## src/rtl/mandel_pkg.sv

```systemverilog
// Shared types and fixed formats for the Mandelbrot iteration ring.
// Coordinates are Q4.12 signed, |z|^2 is Q8.24 unsigned.
package mandel_pkg;

  localparam int unsigned DIV_W  = 8;
  localparam int unsigned ADDR_W = 19;
  localparam int unsigned SUM_W  = 34;

  // |z|^2 == 4.0 in Q8.24
  localparam logic [SUM_W-1:0] ESCAPE_THR = 34'h4000000;

  typedef enum logic [1:0] {
    IDLE  = 2'd0,
    RUN   = 2'd1,
    DRAIN = 2'd2,
    DONE  = 2'd3
  } inj_state_t;

  typedef struct packed {
    logic              valid;
    logic              frozen;
    logic [ADDR_W-1:0] addr;
  } tag_t;

  localparam tag_t TAG_EMPTY = '{valid: 1'b0, frozen: 1'b0, addr: {ADDR_W{1'b0}}};

endpackage

```

## src/rtl/tag_ring.sv

```systemverilog
// Shift register carrying each ring slot's tag alongside its token in the
// external pipe, so the tail tag meets the token returning on ret_*.
module tag_ring
  import mandel_pkg::*;
#(
  parameter int unsigned DEPTH = 8
) (
  input  logic clk_i,
  input  logic rst_ni,
  input  tag_t head_i,
  output tag_t tail_o
);

  tag_t stage_q [DEPTH];

  // Advance every tag one slot per cycle.
  always_ff @(posedge clk_i or negedge rst_ni) begin
    if (!rst_ni) begin
      for (int i = 0; i < int'(DEPTH); i++) begin
        stage_q[i] <= TAG_EMPTY;
      end
    end else begin
      stage_q[0] <= head_i;
      for (int i = 1; i < int'(DEPTH); i++) begin
        stage_q[i] <= stage_q[i-1];
      end
    end
  end

  assign tail_o = stage_q[DEPTH-1];

endmodule

```

## src/rtl/pixel_injector.sv

```systemverilog
// Entry stage of the Mandelbrot ring: scans the frame, seeds free slots,
// recirculates or retires returning tokens. Option macro: INJ_PERF_CNT_EN.
module pixel_injector
  import mandel_pkg::*;
#(
  parameter int unsigned      WIDTH      = 16,
  parameter int unsigned      H_RES      = 640,
  parameter int unsigned      V_RES      = 480,
  parameter int unsigned      MAX_ITER   = 255,
  parameter int unsigned      PIPE_DEPTH = 8,
  parameter logic [WIDTH-1:0] X_START    = 16'hE000,
  parameter logic [WIDTH-1:0] Y_START    = 16'h1000,
  parameter logic [WIDTH-1:0] STEP       = 16'h0010
) (
  input  logic              clk_i,
  input  logic              rst_ni,
  input  logic              start_i,
  input  logic [WIDTH-1:0]  ret_x_i,
  input  logic [WIDTH-1:0]  ret_y_i,
  input  logic [WIDTH-1:0]  ret_c1_i,
  input  logic [WIDTH-1:0]  ret_c2_i,
  input  logic [DIV_W-1:0]  ret_div_i,
  input  logic              ret_no_op_i,
  input  logic [SUM_W-1:0]  ret_sum_i,
  output logic [WIDTH-1:0]  pipe_x_o,
  output logic [WIDTH-1:0]  pipe_y_o,
  output logic [WIDTH-1:0]  pipe_c1_o,
  output logic [WIDTH-1:0]  pipe_c2_o,
  output logic [DIV_W-1:0]  pipe_div_o,
  output logic              pipe_no_op_o,
  output logic              wr_valid_o,
  input  logic              wr_ready_i,
  output logic [ADDR_W-1:0] wr_addr_o,
  output logic [DIV_W-1:0]  wr_data_o,
  output logic              busy_o,
  output logic              frame_done_o
`ifdef INJ_PERF_CNT_EN
  ,
  output logic [31:0]       frame_cycles_o
`endif
);

  localparam int unsigned      PX_W    = (H_RES > 1) ? $clog2(H_RES) : 1;
  localparam int unsigned      PY_W    = (V_RES > 1) ? $clog2(V_RES) : 1;
  localparam int unsigned      OCC_W   = $clog2(PIPE_DEPTH + 2);
  localparam logic [PX_W-1:0]  PX_LAST = PX_W'(H_RES - 1);
  localparam logic [PY_W-1:0]  PY_LAST = PY_W'(V_RES - 1);
  localparam logic [DIV_W-1:0] DIV_CAP = DIV_W'(MAX_ITER);

  inj_state_t        state_q, state_d;
  logic [PX_W-1:0]   px_q, px_d;
  logic [PY_W-1:0]   py_q, py_d;
  logic [WIDTH-1:0]  c1_q, c1_d, c2_q, c2_d;
  logic [ADDR_W-1:0] addr_q, addr_d;
  logic [OCC_W-1:0]  occ_q, occ_d;
  logic [WIDTH-1:0]  pipe_x_q, pipe_x_d, pipe_y_q, pipe_y_d;
  logic [WIDTH-1:0]  pipe_c1_q, pipe_c1_d, pipe_c2_q, pipe_c2_d;
  logic [DIV_W-1:0]  pipe_div_q, pipe_div_d;
  logic              pipe_no_op_q, pipe_no_op_d;
  tag_t              head_q, head_d, tail_s;
  logic              wr_valid_q, wr_valid_d;
  logic [ADDR_W-1:0] wr_addr_q, wr_addr_d;
  logic [DIV_W-1:0]  wr_data_q, wr_data_d;
  logic              busy_q, busy_d;
  logic              frame_done_q, frame_done_d;
  logic              finished_s, free_s, inject_s, retire_s;

  // The tail tag is authoritative for slot occupancy; the pipe's own flag is redundant.
  logic unused_ret_no_op_s;
  assign unused_ret_no_op_s = ret_no_op_i;

  tag_ring #(.DEPTH(PIPE_DEPTH)) u_tag_ring (
    .clk_i  (clk_i),
    .rst_ni (rst_ni),
    .head_i (head_q),
    .tail_o (tail_s)
  );

  // A frozen token already qualified on an earlier lap and is only waiting for the writer.
  assign finished_s = tail_s.valid &
                      (tail_s.frozen | (ret_sum_i >= ESCAPE_THR) | (ret_div_i == DIV_CAP));

  // Slot decision for the returning tail, scan advance and frame sequencing.
  always_comb begin
    state_d      = state_q;
    px_d         = px_q;
    py_d         = py_q;
    c1_d         = c1_q;
    c2_d         = c2_q;
    addr_d       = addr_q;
    occ_d        = occ_q;
    pipe_x_d     = {WIDTH{1'b0}};
    pipe_y_d     = {WIDTH{1'b0}};
    pipe_c1_d    = {WIDTH{1'b0}};
    pipe_c2_d    = {WIDTH{1'b0}};
    pipe_div_d   = {DIV_W{1'b0}};
    pipe_no_op_d = 1'b1;
    head_d       = TAG_EMPTY;
    wr_valid_d   = 1'b0;
    wr_addr_d    = wr_addr_q;
    wr_data_d    = wr_data_q;
    frame_done_d = 1'b0;
    free_s       = 1'b0;
    inject_s     = 1'b0;
    retire_s     = 1'b0;

    case (state_q)
      IDLE: begin
        if (start_i) begin
          state_d = RUN;
          px_d    = {PX_W{1'b0}};
          py_d    = {PY_W{1'b0}};
          c1_d    = X_START;
          c2_d    = Y_START;
          addr_d  = {ADDR_W{1'b0}};
        end else begin
          state_d = IDLE;
        end
      end
      RUN:   state_d = RUN;
      DRAIN: begin
        if (occ_q == {OCC_W{1'b0}}) begin
          state_d      = DONE;
          frame_done_d = 1'b1;
        end else begin
          state_d = DRAIN;
        end
      end
      DONE:    state_d = IDLE;
      default: state_d = IDLE;
    endcase

    if (tail_s.valid && finished_s && wr_ready_i) begin
      retire_s   = 1'b1;
      free_s     = 1'b1;
      wr_valid_d = 1'b1;
      wr_addr_d  = tail_s.addr;
      wr_data_d  = ret_div_i;
    end else if (tail_s.valid) begin
      // Unfinished tokens iterate again; stalled finished ones circle untouched.
      pipe_x_d     = ret_x_i;
      pipe_y_d     = ret_y_i;
      pipe_c1_d    = ret_c1_i;
      pipe_c2_d    = ret_c2_i;
      pipe_div_d   = ret_div_i;
      pipe_no_op_d = finished_s;
      head_d       = '{valid: 1'b1, frozen: finished_s, addr: tail_s.addr};
    end else begin
      free_s = 1'b1;
    end

    if (free_s && (state_q == RUN)) begin
      inject_s     = 1'b1;
      pipe_c1_d    = c1_q;
      pipe_c2_d    = c2_q;
      pipe_no_op_d = 1'b0;
      head_d       = '{valid: 1'b1, frozen: 1'b0, addr: addr_q};
      addr_d       = addr_q + ADDR_W'(1);
      if (px_q == PX_LAST) begin
        px_d = {PX_W{1'b0}};
        py_d = py_q + PY_W'(1);
        c1_d = X_START;
        c2_d = c2_q - STEP;
        if (py_q == PY_LAST) begin
          state_d = DRAIN;
        end else begin
          state_d = RUN;
        end
      end else begin
        px_d = px_q + PX_W'(1);
        c1_d = c1_q + STEP;
      end
    end else begin
      inject_s = 1'b0;
    end

    case ({inject_s, retire_s})
      2'b10:   occ_d = occ_q + OCC_W'(1);
      2'b01:   occ_d = occ_q - OCC_W'(1);
      default: occ_d = occ_q;
    endcase

    busy_d = (state_d != IDLE);
  end

  // State, scan counters and all registered outputs.
  always_ff @(posedge clk_i or negedge rst_ni) begin
    if (!rst_ni) begin
      state_q      <= IDLE;
      px_q         <= {PX_W{1'b0}};
      py_q         <= {PY_W{1'b0}};
      c1_q         <= X_START;
      c2_q         <= Y_START;
      addr_q       <= {ADDR_W{1'b0}};
      occ_q        <= {OCC_W{1'b0}};
      pipe_x_q     <= {WIDTH{1'b0}};
      pipe_y_q     <= {WIDTH{1'b0}};
      pipe_c1_q    <= {WIDTH{1'b0}};
      pipe_c2_q    <= {WIDTH{1'b0}};
      pipe_div_q   <= {DIV_W{1'b0}};
      pipe_no_op_q <= 1'b1;
      head_q       <= TAG_EMPTY;
      wr_valid_q   <= 1'b0;
      wr_addr_q    <= {ADDR_W{1'b0}};
      wr_data_q    <= {DIV_W{1'b0}};
      busy_q       <= 1'b0;
      frame_done_q <= 1'b0;
    end else begin
      state_q      <= state_d;
      px_q         <= px_d;
      py_q         <= py_d;
      c1_q         <= c1_d;
      c2_q         <= c2_d;
      addr_q       <= addr_d;
      occ_q        <= occ_d;
      pipe_x_q     <= pipe_x_d;
      pipe_y_q     <= pipe_y_d;
      pipe_c1_q    <= pipe_c1_d;
      pipe_c2_q    <= pipe_c2_d;
      pipe_div_q   <= pipe_div_d;
      pipe_no_op_q <= pipe_no_op_d;
      head_q       <= head_d;
      wr_valid_q   <= wr_valid_d;
      wr_addr_q    <= wr_addr_d;
      wr_data_q    <= wr_data_d;
      busy_q       <= busy_d;
      frame_done_q <= frame_done_d;
    end
  end

`ifdef INJ_PERF_CNT_EN
  logic [31:0] cycles_q, cycles_d;

  // Frame cycle counter: cleared by an accepted start, frozen once idle.
  always_comb begin
    if ((state_q == IDLE) && start_i) begin
      cycles_d = 32'd0;
    end else if (busy_q) begin
      cycles_d = cycles_q + 32'd1;
    end else begin
      cycles_d = cycles_q;
    end
  end

  // Frame cycle counter register.
  always_ff @(posedge clk_i or negedge rst_ni) begin
    if (!rst_ni) begin
      cycles_q <= 32'd0;
    end else begin
      cycles_q <= cycles_d;
    end
  end

  assign frame_cycles_o = cycles_q;
`endif

  assign pipe_x_o     = pipe_x_q;
  assign pipe_y_o     = pipe_y_q;
  assign pipe_c1_o    = pipe_c1_q;
  assign pipe_c2_o    = pipe_c2_q;
  assign pipe_div_o   = pipe_div_q;
  assign pipe_no_op_o = pipe_no_op_q;
  assign wr_valid_o   = wr_valid_q;
  assign wr_addr_o    = wr_addr_q;
  assign wr_data_o    = wr_data_q;
  assign busy_o       = busy_q;
  assign frame_done_o = frame_done_q;

endmodule

```

## config.mk

```make
export PLATFORM = sky130hd
export DESIGN_NAME = pixel_injector
export DESIGN_NICKNAME = d
export VERILOG_FILES = /design/src/rtl/mandel_pkg.sv /design/src/rtl/tag_ring.sv /design/src/rtl/pixel_injector.sv
export SDC_FILE = /design/constraint.sdc
export NUM_CORES = 1
export LEC_CHECK = 0
export BUFFER_PORTS_ARGS = -buffer_cell sky130_fd_sc_hd__buf_4
export CAP_MARGIN = 30
export CORE_AREA = 2 2 163 165
export DETAILED_ROUTE_END_ITERATION = 8
export DIE_AREA = 0 0 165 167
export PLACE_DENSITY = 0.7
export SLEW_MARGIN = 10
export SYNTH_ARGS = -nofsm -noshare
export SYNTH_HDL_FRONTEND = slang
export SYNTH_SLANG_ARGS = --single-unit
```

## constraint.sdc

```tcl
create_clock -name clk_i -period 4.1 [get_ports clk_i]
set_input_delay 0.615 -clock clk_i [delete_from_list [all_inputs] [get_ports clk_i]]
set_output_delay 0.615 -clock clk_i [all_outputs]
set_load 0.05 [all_outputs]
```

* Word level (Yosys, flattened, before mapping)
Cells that the tools add are included.
Operators by class: add/subtract/negate cells 7, $mul 0, div/mod/pow operators 0, $lt $le $gt $ge 1, eq/ne operators 8, shifts and indexed selects 0, mux-type cells 50, bitwise gates (word level) 3, reductions and logical operators 10
Operator list (count):
- $mux W16 | 18
- $mux W21 | 3
- $mux W19 | 3
- $mux W10 | 4
- $mux W9 | 4
- $ge A34 B27 Y1 const B | 1
- $add A19 B1 Y19 const B | 1
- $add A16 B5 Y16 const B | 1
- $mux W8 | 2
- $sub A16 B5 Y16 const B | 1
- $mux W1 | 11
- $add A10 B1 Y10 const B | 1
- $eq A10 B10 Y1 const B | 1
- $add A9 B1 Y9 const B | 1
- $eq A9 B9 Y1 const B | 1
- $eq A8 B8 Y1 const B | 1
- $pmux W2 S4 | 1
- $pmux W4 S2 | 1
- $reduce_bool A2 Y1 | 4
- $eq A2 B2 Y1 const B | 3
- $mux W2 | 3
- $add A4 B1 Y4 const B | 1
- $eq A2 B1 Y1 const B | 2
- $logic_not A4 Y1 | 1
- 6 further kinds | 9
Word-level totals: bits in registers 368, bits in latches 0, bits in writable memories 0, bits in read-only memories 0, input bits 111, output and inout bits 103, logic and storage cells 124, memories kept 0

* Logic depth before layout (Yosys ltp)
Gate-level depths: netlist of the first run.
depth in word-level cells 11, mapped depth 13

* Hierarchy
A second synthesis of the first run with hierarchy kept.
Second synthesis, totals: cells, all modules 969, area total of the unflattened synthesis 13020.0 sq um
By module, submodules not included:
- pixel_injector | instances 1, cells an instance 780, area each 8658.3 sq um, seq. area each 4911.0 sq um
- tag_ring | instances 1, cells an instance 189, area each 4361.7 sq um, seq. area each 4204.0 sq um

* Least setup slack after synthesis of the first run
OpenSTA, ideal clock, no wires.
path kind input -> register, start point in ret_sum_i[27], end point reg occ_q[2], setup time 125 ps, data arrival time 3006 ps, setup slack 969 ps, cell stages on the path 13, buffers on the path 1, cell sequence nor4_2 > o211ai_1 > or4_4 > nand3_2 > buf_4 > inv_1 > ha_1 > xor2_1 > ha_1 > a21oi_1 > xor2_1 > nor2_1 > xor2_1
On the way: elaborated cells on any way between the ends 14, classes of those cells 1 x order compare; 2 x eq/ne; 4 x mux; 3 x bitwise; 4 x reduce/logical
RTL lines:
- from (decl) | line pixel_injector.sv:24 | input logic [SUM_W-1:0] ret_sum_i,
- $ge A34 B27 Y1 * | line pixel_injector.sv:81 | (tail_s.frozen | (ret_sum_i >= ESCAPE_THR) | (ret_div_i == DIV_CAP));
- $or A1 B1 Y1 * (2 in a row) | line pixel_injector.sv:81
- $and A1 B1 Y1 * | line pixel_injector.sv:80 | assign finished_s = tail_s.valid &
- $logic_and A1 B1 Y1 * (2 in a row) | line pixel_injector.sv:133 | if (tail_s.valid && finished_s && wr_ready_i) begin
- $mux W1 * | line pixel_injector.sv:133
- named net retire_s | line pixel_injector.sv:66 | logic finished_s, free_s, inject_s, retire_s;
- $eq A2 B1 Y1 or $eq A2 B2 Y1 (tied branches) | line pixel_injector.sv:177 | case ({inject_s, retire_s})
- $pmux W4 S2 or $reduce_bool A2 Y1 (tied branches)
- to (signal assigned) | line pixel_injector.sv:195 | occ_q <= {OCC_W{1'b0}};
- to (decl) | line pixel_injector.sv:55 | logic [OCC_W-1:0] occ_q, occ_d;
Mark *: on every way through the listed nets, which the timed path passes. The rest lies on a longest branch. A chain may end at the register's enable or synchronous reset.

* Worst setup path after layout of the first run
Same ends and word-level chain as after synthesis.

==> impl_metrics.tcl, run 1 <==
set metrics [dict create \
    place.detailed.hpwl_um 15200 \
    grt_pass1_wl_um 39300 \
    synth_top_area_cell "dfrtp_1" \
    gp_congestion 0.818 \
    cts_made_buffers 37 \
    core_area_mm2 0.0258 \
    areaGrowthSynthToFinish_pct 23.4 \
    grt_max_degree 110 \
    post-route-period-util_pct 66.0 \
    ys_seq_elements 364 \
    hold_violations 0 \
    antenna_found_initial 0 \
    wirelength_um 23800 \
    min_period_ps 2710 \
    layout_setup_ws_ps 1390 \
    hold_buffers 0 \
    dr.pass1.iters 6 \
    io_pins 214 \
    yosys_warnings 0 \
    synth_area_leaders "dfrtp_1 71%, mux2i_1 4.2%, nand2_1 2.5%, mux2_2 2.5%, and2_1 2.5%" \
    end_kind "flip-flop" \
    dp_slack_ps 889 \
    synth_top_area_share_pct 70.9 \
    drc 0 \
    worstPathRequired_ps 4480 \
    ys_async_sr_fraction_pct 100 \
    post-cts-setup-buffers 0 \
    grt.overflow.total 0 \
    syn_nets 1048 \
    grt_setup_unrepaired "no" \
    setup_viol 0 \
    synth-edff-count 0 \
    vdd_drop_max_uv 427 \
    cts_tree "done" \
    drive_above_1_share_pct 25.5 \
    p_per_area_mw_per_mm2 526 \
    postSynthCellCount 929 \
    htreeDepth 2 \
    fmax_mhz 370 \
    grt_use_total_pct 17.9 \
    ys_seq_area_share_pct 72.0 \
    ys.flop_type "dfrtp_1" \
    cts-root-buf "clkbuf_16" \
    p_leak_nw 7.96 \
    maxCapViolCount 0 \
    die_h_um 167 \
    dieArea_mm2 0.0276 \
    synthSimpleGateAreaFrac_pct 10.6 \
    clock_sink_count 364 \
    fp.dieW_um 165 \
    start_util_pct 49.2 \
    portBuffers 186 \
    syn-cell-area_mm2 0.0127 \
    hold_class "primary input to async pin" \
    cp-start-kind "primary input" \
    clock_latency_ps 520 \
    wl_per_cell_um 15.9 \
    critPathArrivalTime_ps 3090 \
    grt_pass1_vias 7726 \
    vias 7511 \
    ant_nets 0 \
    synth_top_family_by_area "simple AND/OR/NAND/NOR gates" \
    crit_fanout 5 \
    slew_headroom_pct 42.9 \
    worst_pin_slew_ps 856 \
    ys_types 61 \
    layout_commonest_cell "dfrtp_1" \
    run_status "finished, final reports clean" \
    synthMuxAreaShare_pct 6.68 \
    numPlacedInstances 1432 \
    initialDrtViolationCount 515 \
    via_per_inst 5.01 \
    slew_viol_final 0 \
    synth_fa_ha_area_share_pct 0.790 \
    clk_pin_slew_ps 60 \
    synth_xor_area_share_pct 0.692 \
    synth_compound_area_share_pct 5.88 \
    cts_resized 0 \
    num-nets-final 1255 \
    p_total_mw 8.23 \
    skew_ps 20.2 \
    antenna_cells 0 \
    cts_buffer_depth 3 \
    fin_setup_tns_ps 0 \
    rows 59 \
    crit_type "primary input to flip-flop" \
    stdcell_count 1500 \
    nFillCells 2016 \
    syn_area_per_cell_um2 13.6 \
    mostFrequentLayoutCells "359 x dfrtp_1, 196 x buf_4, 85 x nand2_1" \
]
-- flip-flops by register name, indices dropped and copies added, names as in the netlist, 16 cells and up --
register,flops
pipe_x_o,16
c2_q,16
wr_addr_o,19
pipe_c2_o,16
pipe_y_o,16
u_tag_ring.tail_o,21
u_tag_ring.stage_q,147
addr_q,19
head_q,21
pipe_c1_o,16
-- critical path, cell delays in order --
cell and delay [ps]:
buf_4 110, nor4_2 380, o211ai_1 140, or4_4 480, nand3_2 110, inv_1 70
ha_1 270, xor2_1 180, ha_1 190, a21oi_1 170, xor2_1 160, nor2_1 60
xor2_1 140
-- final timing paths --
check / start / end / slack [ps] / cells past startpoint
worst max-delay path: ret_sum_i[27] / occ_q[2] / 1390 / 13
worst min-delay path: rst_ni / pipe_c1_o[3] / 110 / 1
worst min register to register: u_tag_ring.stage_q[114] / u_tag_ring.stage_q[93] / 340 / 0
min in group clk_i: ret_x_i[4] / pipe_x_o[4] / 300 / 2
worst max register to register: px_q[0] / c2_q[13] / 1420 / 7
max in group asynchronous: rst_ni / u_tag_ring.stage_q[96] / 2920 / 2
-- where the power goes --
part	total [mW]	internal, mW	switching (mW)	leakage, nW
sequential	4.14	3.95	0.192	4.79
combinational	0.891	0.325	0.566	2.60
clock	3.19	1.89	1.31	0.568
-- cell usage after synthesis (5+ instances only) --
| cell | number |
|---|---|
| a21o_1 | 12 |
| a21oi_1 | 19 |
| a31oi_1 | 7 |
| and2_1 | 50 |
| and3_1 | 13 |
| buf_2 | 6 |
| buf_6 | 7 |
| clkbuf_1 | 13 |
| dfrtp_1 | 359 |
| dfstp_2 | 5 |
| ha_1 | 8 |
| inv_1 | 59 |
| mux2_2 | 28 |
| mux2i_1 | 53 |
| nand2_1 | 85 |
| nand3_1 | 24 |
| nand4_1 | 11 |
| nor2_1 | 19 |
| nor3_1 | 15 |
| nor3b_1 | 8 |
| nor4_1 | 5 |
| o21ai_0 | 47 |
| xor2_1 | 6 |
-- routing by layer --
| layer | part of all wire (%) | track usage, % |
|---|---|---|
| met4 | 1.8 | 4.50 |
| met2 | 49 | 28.3 |
| met3 | 4.7 | 4.26 |
| met5 | 0 | 0 |
| met1 | 45 | 25.1 |
-- final cells by class --
cell class,instances,area (um2),area share [%]
Clock buffer,64,1140,7.29
Sequential cell,364,9110,58.3
Clock inverter,4,23.8,0.152
Multi-Input combinational cell,473,3140,20.1
Timing Repair Buffer,201,1570,10.1
Tap cell,335,419,2.68
Inverter,59,221,1.42
-- cells by family (layout without fill, tap and decap cells) --
| family | after synthesis | in the layout |
|---|---|---|
| compound gates | 118 | 118 |
| xor+xnor | 10 | 10 |
| fa+ha+maj | 8 | 8 |
| buf+inv | 92 | 328 |
| flops | 364 | 364 |
| mux | 81 | 81 |
| simple gates | 256 | 256 |
-- through the flow --
| step | utilization (%) | hold WS, ps | cell area, um2 |
|---|---|---|---|
| 3_3_place_gp | 56.1 | 331 | 14400 |
| 4_1_cts | 60.7 | 145 | 15600 |
| 5_1_grt | 60.7 | 170 | 15600 |
| 6_report | 60.7 | 109 | 15600 |
| 3_5_place_dp | 56.2 | 335 | 14500 |
| 2_1_floorplan | - | 319 | 12700 |
No activity file was read; power rests on OpenSTA's default activity.
==> run 2: changes to the inputs <==
- clock period: 4.1 -> 2.5 ns (I/O delays scaled with it)
==> run 2 against run 1 <==
Net effect: combinational power grew 72%; via count grew 2.5%; total power grew 70%; critical path depth shrank 1; global-route usage grew 0.44 points; first-iteration DRC count shrank 20%; wire length grew 2.2%; clock skew shrank 12 ps; clock power grew 76%; sequential cell count is the same; sequential share of layout area shrank 1.6 points; die area is the same.
==> impl_metrics.tcl, run 2 (synthesis gave the netlist of run 1 again) <==
set metrics [dict create \
    post-cts-setup-buffers 0 \
    fin_setup_tns_ps 0 \
    drive_above_1_share_pct 28.5 \
    grt_max_degree 86 \
    grt_pass1_wl_um 40200 \
    cts-root-buf "clkbuf_16" \
    grt_use_total_pct 18.3 \
    htreeDepth 2 \
    cts_made_buffers 37 \
    hold_path_end "pipe_x_o[1]" \
    start_util_pct 49.2 \
    worst_pin_slew_ps 842 \
    largest_register "u_tag_ring.stage_q" \
    rows 59 \
    antenna_cells 0 \
    crit_type "flip-flop to flip-flop" \
    io_pins 214 \
    clk_pin_slew_ps 60 \
    maxCapViolCount 0 \
    post-route-period-util_pct 93.5 \
    die_h_um 167 \
    core_area_mm2 0.0258 \
    numPlacedInstances 1459 \
    run_status "finished, final reports clean" \
    min_path_cells 2 \
    antenna_found_initial 0 \
    cts_tree "done" \
    vdd_drop_max_uv 646 \
    wl_per_cell_um 16.0 \
    final_util_pct 62.4 \
    via_per_inst 5.05 \
    crit_fanout 3 \
    min_period_ps 2340 \
    clock_sink_count 364 \
    p_per_area_mw_per_mm2 869 \
    largest_reg_flops 147 \
    critPathArrivalTime_ps 2730 \
    place.detailed.hpwl_um 15600 \
    grt_pass1_vias 7878 \
    initialDrtViolationCount 412 \
    rr_worst_depth 12 \
    dieArea_mm2 0.0276 \
    slew_headroom_pct 43.9 \
    fp.dieW_um 165 \
    hold_class "primary input to flip-flop" \
    num-nets-final 1283 \
    dr.pass1.iters 5 \
    fmax_mhz 428 \
    p_total_mw 14.0 \
    drc 0 \
    hold_violations 0 \
    cp-start-kind "flip-flop" \
    r2r_slack_ps 160 \
    p_leak_nw 8.16 \
    mostFrequentLayoutCells "359 x dfrtp_1, 217 x buf_4, 85 x nand2_1" \
    cts_buffer_depth 3 \
    ant_nets 0 \
    layout_commonest_cell "dfrtp_1" \
    vias 7702 \
    r2r_start "u_tag_ring.tail_o[19]" \
    portBuffers 186 \
    setup_viol 0 \
    rr_endpoint "occ_q[2]" \
    worstPathRequired_ps 2900 \
    wirelength_um 24400 \
    gp_congestion 0.782 \
    stdcell_count 1525 \
    hp-start "ret_x_i[1]" \
    clock_latency_ps 520 \
    areaGrowthSynthToFinish_pct 26.9 \
    slew_viol_final 0 \
    grt.overflow.total 0 \
    skew_ps 8.53 \
    grt_setup_unrepaired "no" \
    end_kind "flip-flop" \
]
==> run 2: changes by cell type in the layout (fill, tap and decap cells not counted), moves of 2 or more <==
cell       change
bufinv_16      +4
ha_1           -3
inv_6          +2
ha_4           +2
clkbuf_1      -11
buf_12         +7
buf_4         +21
clkbuf_16      -2
==> run 2: how the worst max path moves through the flow <==
stage                                      from        to  slack, ps  cells after the start
after floorplan                   ret_sum_i[33]  occ_q[2]       -200                     13
after global placement            ret_sum_i[33]  occ_q[2]       -190                     13
after detailed placement          ret_sum_i[33]  occ_q[3]       -240                     12
after CTS                 u_tag_ring.tail_o[19]  occ_q[3]         10                     11
after global routing      u_tag_ring.tail_o[19]  occ_q[2]         20                     12
final                     u_tag_ring.tail_o[19]  occ_q[2]        160                     12
==> run 2: worst max-delay path: stages, from the launching register on <==
cell and delay (ps):
dfrtp_1 370, nor2_2 120, o211ai_1 110, or4_4 480
nand3_4 130, inv_6 40, ha_4 150, xor2_1 150
ha_2 180, a21oi_2 110, xor2_1 150, nor2_1 70
xor2_1 150
==> run 2: final cells by class <==
type / instances / area (um2)
clock buffers: 52 / 1060
multi-input cells: 473 / 3190
inverters: 59 / 226
fillers: 1961 / 9700
flip-flops and latches: 364 / 9110
well taps: 335 / 419
repair buffers: 229 / 1850
clock inverters: 13 / 194
==> run 2: what timing repair did <==
action / in CTS / in global routing
hold buffers: 1 / 0
endpoints found under the hold margin: 54 / 0
gates resized for setup: 0 / 2
endpoints found under the setup margin: 0 / 2
==> run 2: power by group <==
group / internal [mW] / leakage [nW] / switching [mW] / total, mW
sequential: 6.48 / 4.79 / 0.330 / 6.81
combinational: 0.581 / 2.75 / 0.947 / 1.53
clock: 3.40 / 0.617 / 2.23 / 5.63
==> run 2: metal layers <==
metal | vias to the layer above | wire (um) | track usage, %
li1 | 3605 | - | -
met5 | - | 0 | 0
met3 | 58 | 1230 | 3.36
met2 | 187 | 11600 | 28.6
met4 | 0 | 636 | 5.97
met1 | 3852 | 10900 | 26.1
==> run 2: metrics by stage <==
step | setup WS [ps] | instance area [um2] | hold WS, ps
after floorplan | -196 | 12700 | 79.4
after global placement | -188 | 14800 | 333
after detailed placement | -241 | 14800 | 335
after CTS | 13.1 | 16100 | 42.3
after global routing | 19.9 | 16100 | 42.0
final | 162 | 16100 | 60.8
==> run 3: changes to the inputs <==
- PLACE_DENSITY: 0.7 -> 0.73
- clock period: 2.5 -> 2.11 ns (I/O delays scaled with it)
==> run 3 against run 2 <==
Net effect: sequential cell count did not move; critical endpoint unchanged; sequential share of layout area decreased by 2.6 points; first-iteration DRC count is 45% higher; non-clock buffer count grew 62; global-route usage rose by 0.98 points; the run now ends with setup timing left; cell area grew 4.9%; utilization up 3.0 points; combinational power is 31% higher; fmax rose by 0.91%; critical path type unchanged; clock skew rose by 2.5 ps; die area is the same; clock power increased by 16%.
==> impl_metrics.tcl, run 3 (synthesis gave the netlist of run 1 again) <==
set metrics [dict create \
    r2r_start "u_tag_ring.tail_o[19]" \
    worstSetupStartpoint "u_tag_ring.tail_o[19]" \
    slowest_stage "or4_4" \
    p_int_mw 12.4 \
    cp_slowest_stage_delay_ps 460 \
    hold_class "primary input to flip-flop" \
    fmax_mhz 432 \
    worstPathCellList "nor2_2 -> o211ai_1 -> or4_4 -> nand3_4 -> inv_6 -> ha_4 -> xor2_4 -> ha_4 -> a21oi_2 -> xor2_1 -> nor2_1 -> xor2_1" \
    rows 59 \
    grt.overflow.total 0 \
    hold_violations 0 \
    slew_viol_final 0 \
    start_util_pct 49.2 \
    num-nets-final 1346 \
    whs_ps 16.7 \
    switchingPower_mw 4.25 \
    critPathTopFamily "simple AND/OR/NAND/NOR gates" \
    initialDrtViolationCount 598 \
    rr_worst_depth 12 \
    hold_path_end "pipe_x_o[14]" \
    clk_pin_slew_ps 60 \
    mostFrequentLayoutCells "359 x dfrtp_1, 239 x buf_4, 85 x nand2_1" \
    vias 8042 \
    drive_above_1_share_pct 30.8 \
    dp_slack_ps -612 \
    core_area_mm2 0.0258 \
    sequentialPowerShare_pct 48.7 \
    violations "setup timing" \
    areaGrowthSynthToFinish_pct 33.1 \
    maxCapViolCount 0 \
    final_util_pct 65.4 \
    largest_register "u_tag_ring.stage_q" \
    crit_cells 12 \
    dieArea_mm2 0.0276 \
    p_leak_nw 8.51 \
    crit_type "flip-flop to flip-flop" \
    dr.pass1.iters 4 \
    worstPathRequired_ps 2510 \
    fp.dieW_um 165 \
    worst_pin_slew_ps 529 \
    min_period_ps 2320 \
    die_h_um 167 \
    setup_viol 3 \
    portBuffers 186 \
    clock_latency_ps 520 \
    antenna_found_initial 0 \
    crit_buf_inv 1 \
    drc 0 \
    wirelength_um 27000 \
    rr_endpoint "occ_q[2]" \
    cp-start-kind "flip-flop" \
    grt_pass1_vias 8256 \
    grt_setup_unrepaired "yes" \
    gp_congestion 0.788 \
    post-route-period-util_pct 110 \
    min_path_cells 2 \
    ant_nets 0 \
    crit_fanout 2 \
    via_per_inst 5.06 \
    grt_pass1_wl_um 42400 \
    antenna_cells 0 \
    nFillCells 1885 \
    fin_setup_tns_ps -418 \
    io_pins 214 \
    run_status "finished with violations" \
    cts_buffer_depth 3 \
    layout_setup_ws_ps -207 \
    clock_sink_count 364 \
    vdd_drop_max_uv 614 \
    critPathArrivalTime_ps 2720 \
    layout_commonest_cell "dfrtp_1" \
    cts_made_buffers 38 \
    grt_use_total_pct 19.3 \
    hp-start "ret_x_i[14]" \
    power_frac_comb_pct 12.0 \
    largest_reg_flops 147 \
    wl_per_cell_um 17.0 \
    skew_ps 11.0 \
    p_per_area_mw_per_mm2 986 \
    cts_tree "done" \
    grt_max_degree 95 \
    htreeDepth 2 \
    r2r_slack_ps -210 \
    cts-root-buf "clkbuf_16" \
    place.detailed.hpwl_um 16000 \
    p_clk_share_pct 39.3 \
    end_kind "flip-flop" \
    switching_share_pct 25.6 \
    slew_headroom_pct 64.5 \
]
## run 3: cell count changes in the layout (fill, tap and decap cells not counted), moves of 2 or more
cell | before | now
clkbuf_16 | 37 | 43
o31ai_1 | 4 | 2
buf_12 | 10 | 6
clkbuf_1 | 7 | 10
mux2i_1 | 53 | 49
buf_4 | 217 | 239
mux2i_4 | 0 | 3
dlygate4sd3_1 | 1 | 29
clkbuf_8 | 8 | 5
buf_6 | 0 | 5
buf_16 | 0 | 4
## run 3: power by group through the flow
stage | registers (mW) | clock network [mW] | logic [mW]
2_1_floorplan | 8.60 | 0 | 0.576
3_3_place_gp | 8.12 | 0 | 1.81
3_5_place_dp | 8.17 | 0 | 1.87
4_1_cts | 8.07 | 6.69 | 1.94
5_1_grt | 8.17 | 7.02 | 2.17
6_report | 8.09 | 6.53 | 2.00
## run 3: repair_timing
item / 4_1_cts / 5_1_grt
buffers inserted: 3 / 7
endpoints found under the setup margin: 51 / 128
pin swaps: 11 / 8
endpoints found under the hold margin: 59 / 1
gates resized for setup: 5 / 32
gates cloned: 1 / 7
hold buffers: 28 / 1
## run 3: metrics by stage
stage / instances / cell area [um2] / power, mW
3_3_place_gp: 1476 / 14900 / 9.94
3_5_place_dp: 1476 / 14900 / 10.0
2_1_floorplan: 929 / 12700 / 9.18
6_report: 1588 / 16900 / 16.6
4_1_cts: 1574 / 16500 / 16.7
5_1_grt: 1588 / 16900 / 17.4
## run 3: final cells by class
type                            instances  area, um2  area share [%]
Sequential cell                       364       9110            54.1
Multi-Input combinational cell        473       3340            19.8
Timing Repair Buffer                  291       2530            15.0
Clock buffer                           53       1060            6.27
Tap cell                              335        419            2.49
Inverter                               59        226            1.34
Clock inverter                         13        165           0.980
## run 3: metal layers
| layer | part of all wire (%) | vias to the layer above | GRT usage (%) |
|---|---|---|---|
| li1 | - | 3735 | - |
| met1 | 43 | 4047 | 26.2 |
| met2 | 50 | 219 | 31.4 |
| met3 | 5.4 | 41 | 3.86 |
| met4 | 2.0 | 0 | 6.09 |
| met5 | 0 | - | 0 |
## run 3: worst max path at each step
| stage | to | slack (ps) |
|---|---|---|
| 4_1_cts | occ_q[3] | -210 |
| 6_report | occ_q[2] | -210 |
| 3_3_place_gp | occ_q[2] | -550 |
| 3_5_place_dp | occ_q[3] | -610 |
| 2_1_floorplan | occ_q[2] | -530 |
| 5_1_grt | occ_q[2] | -330 |
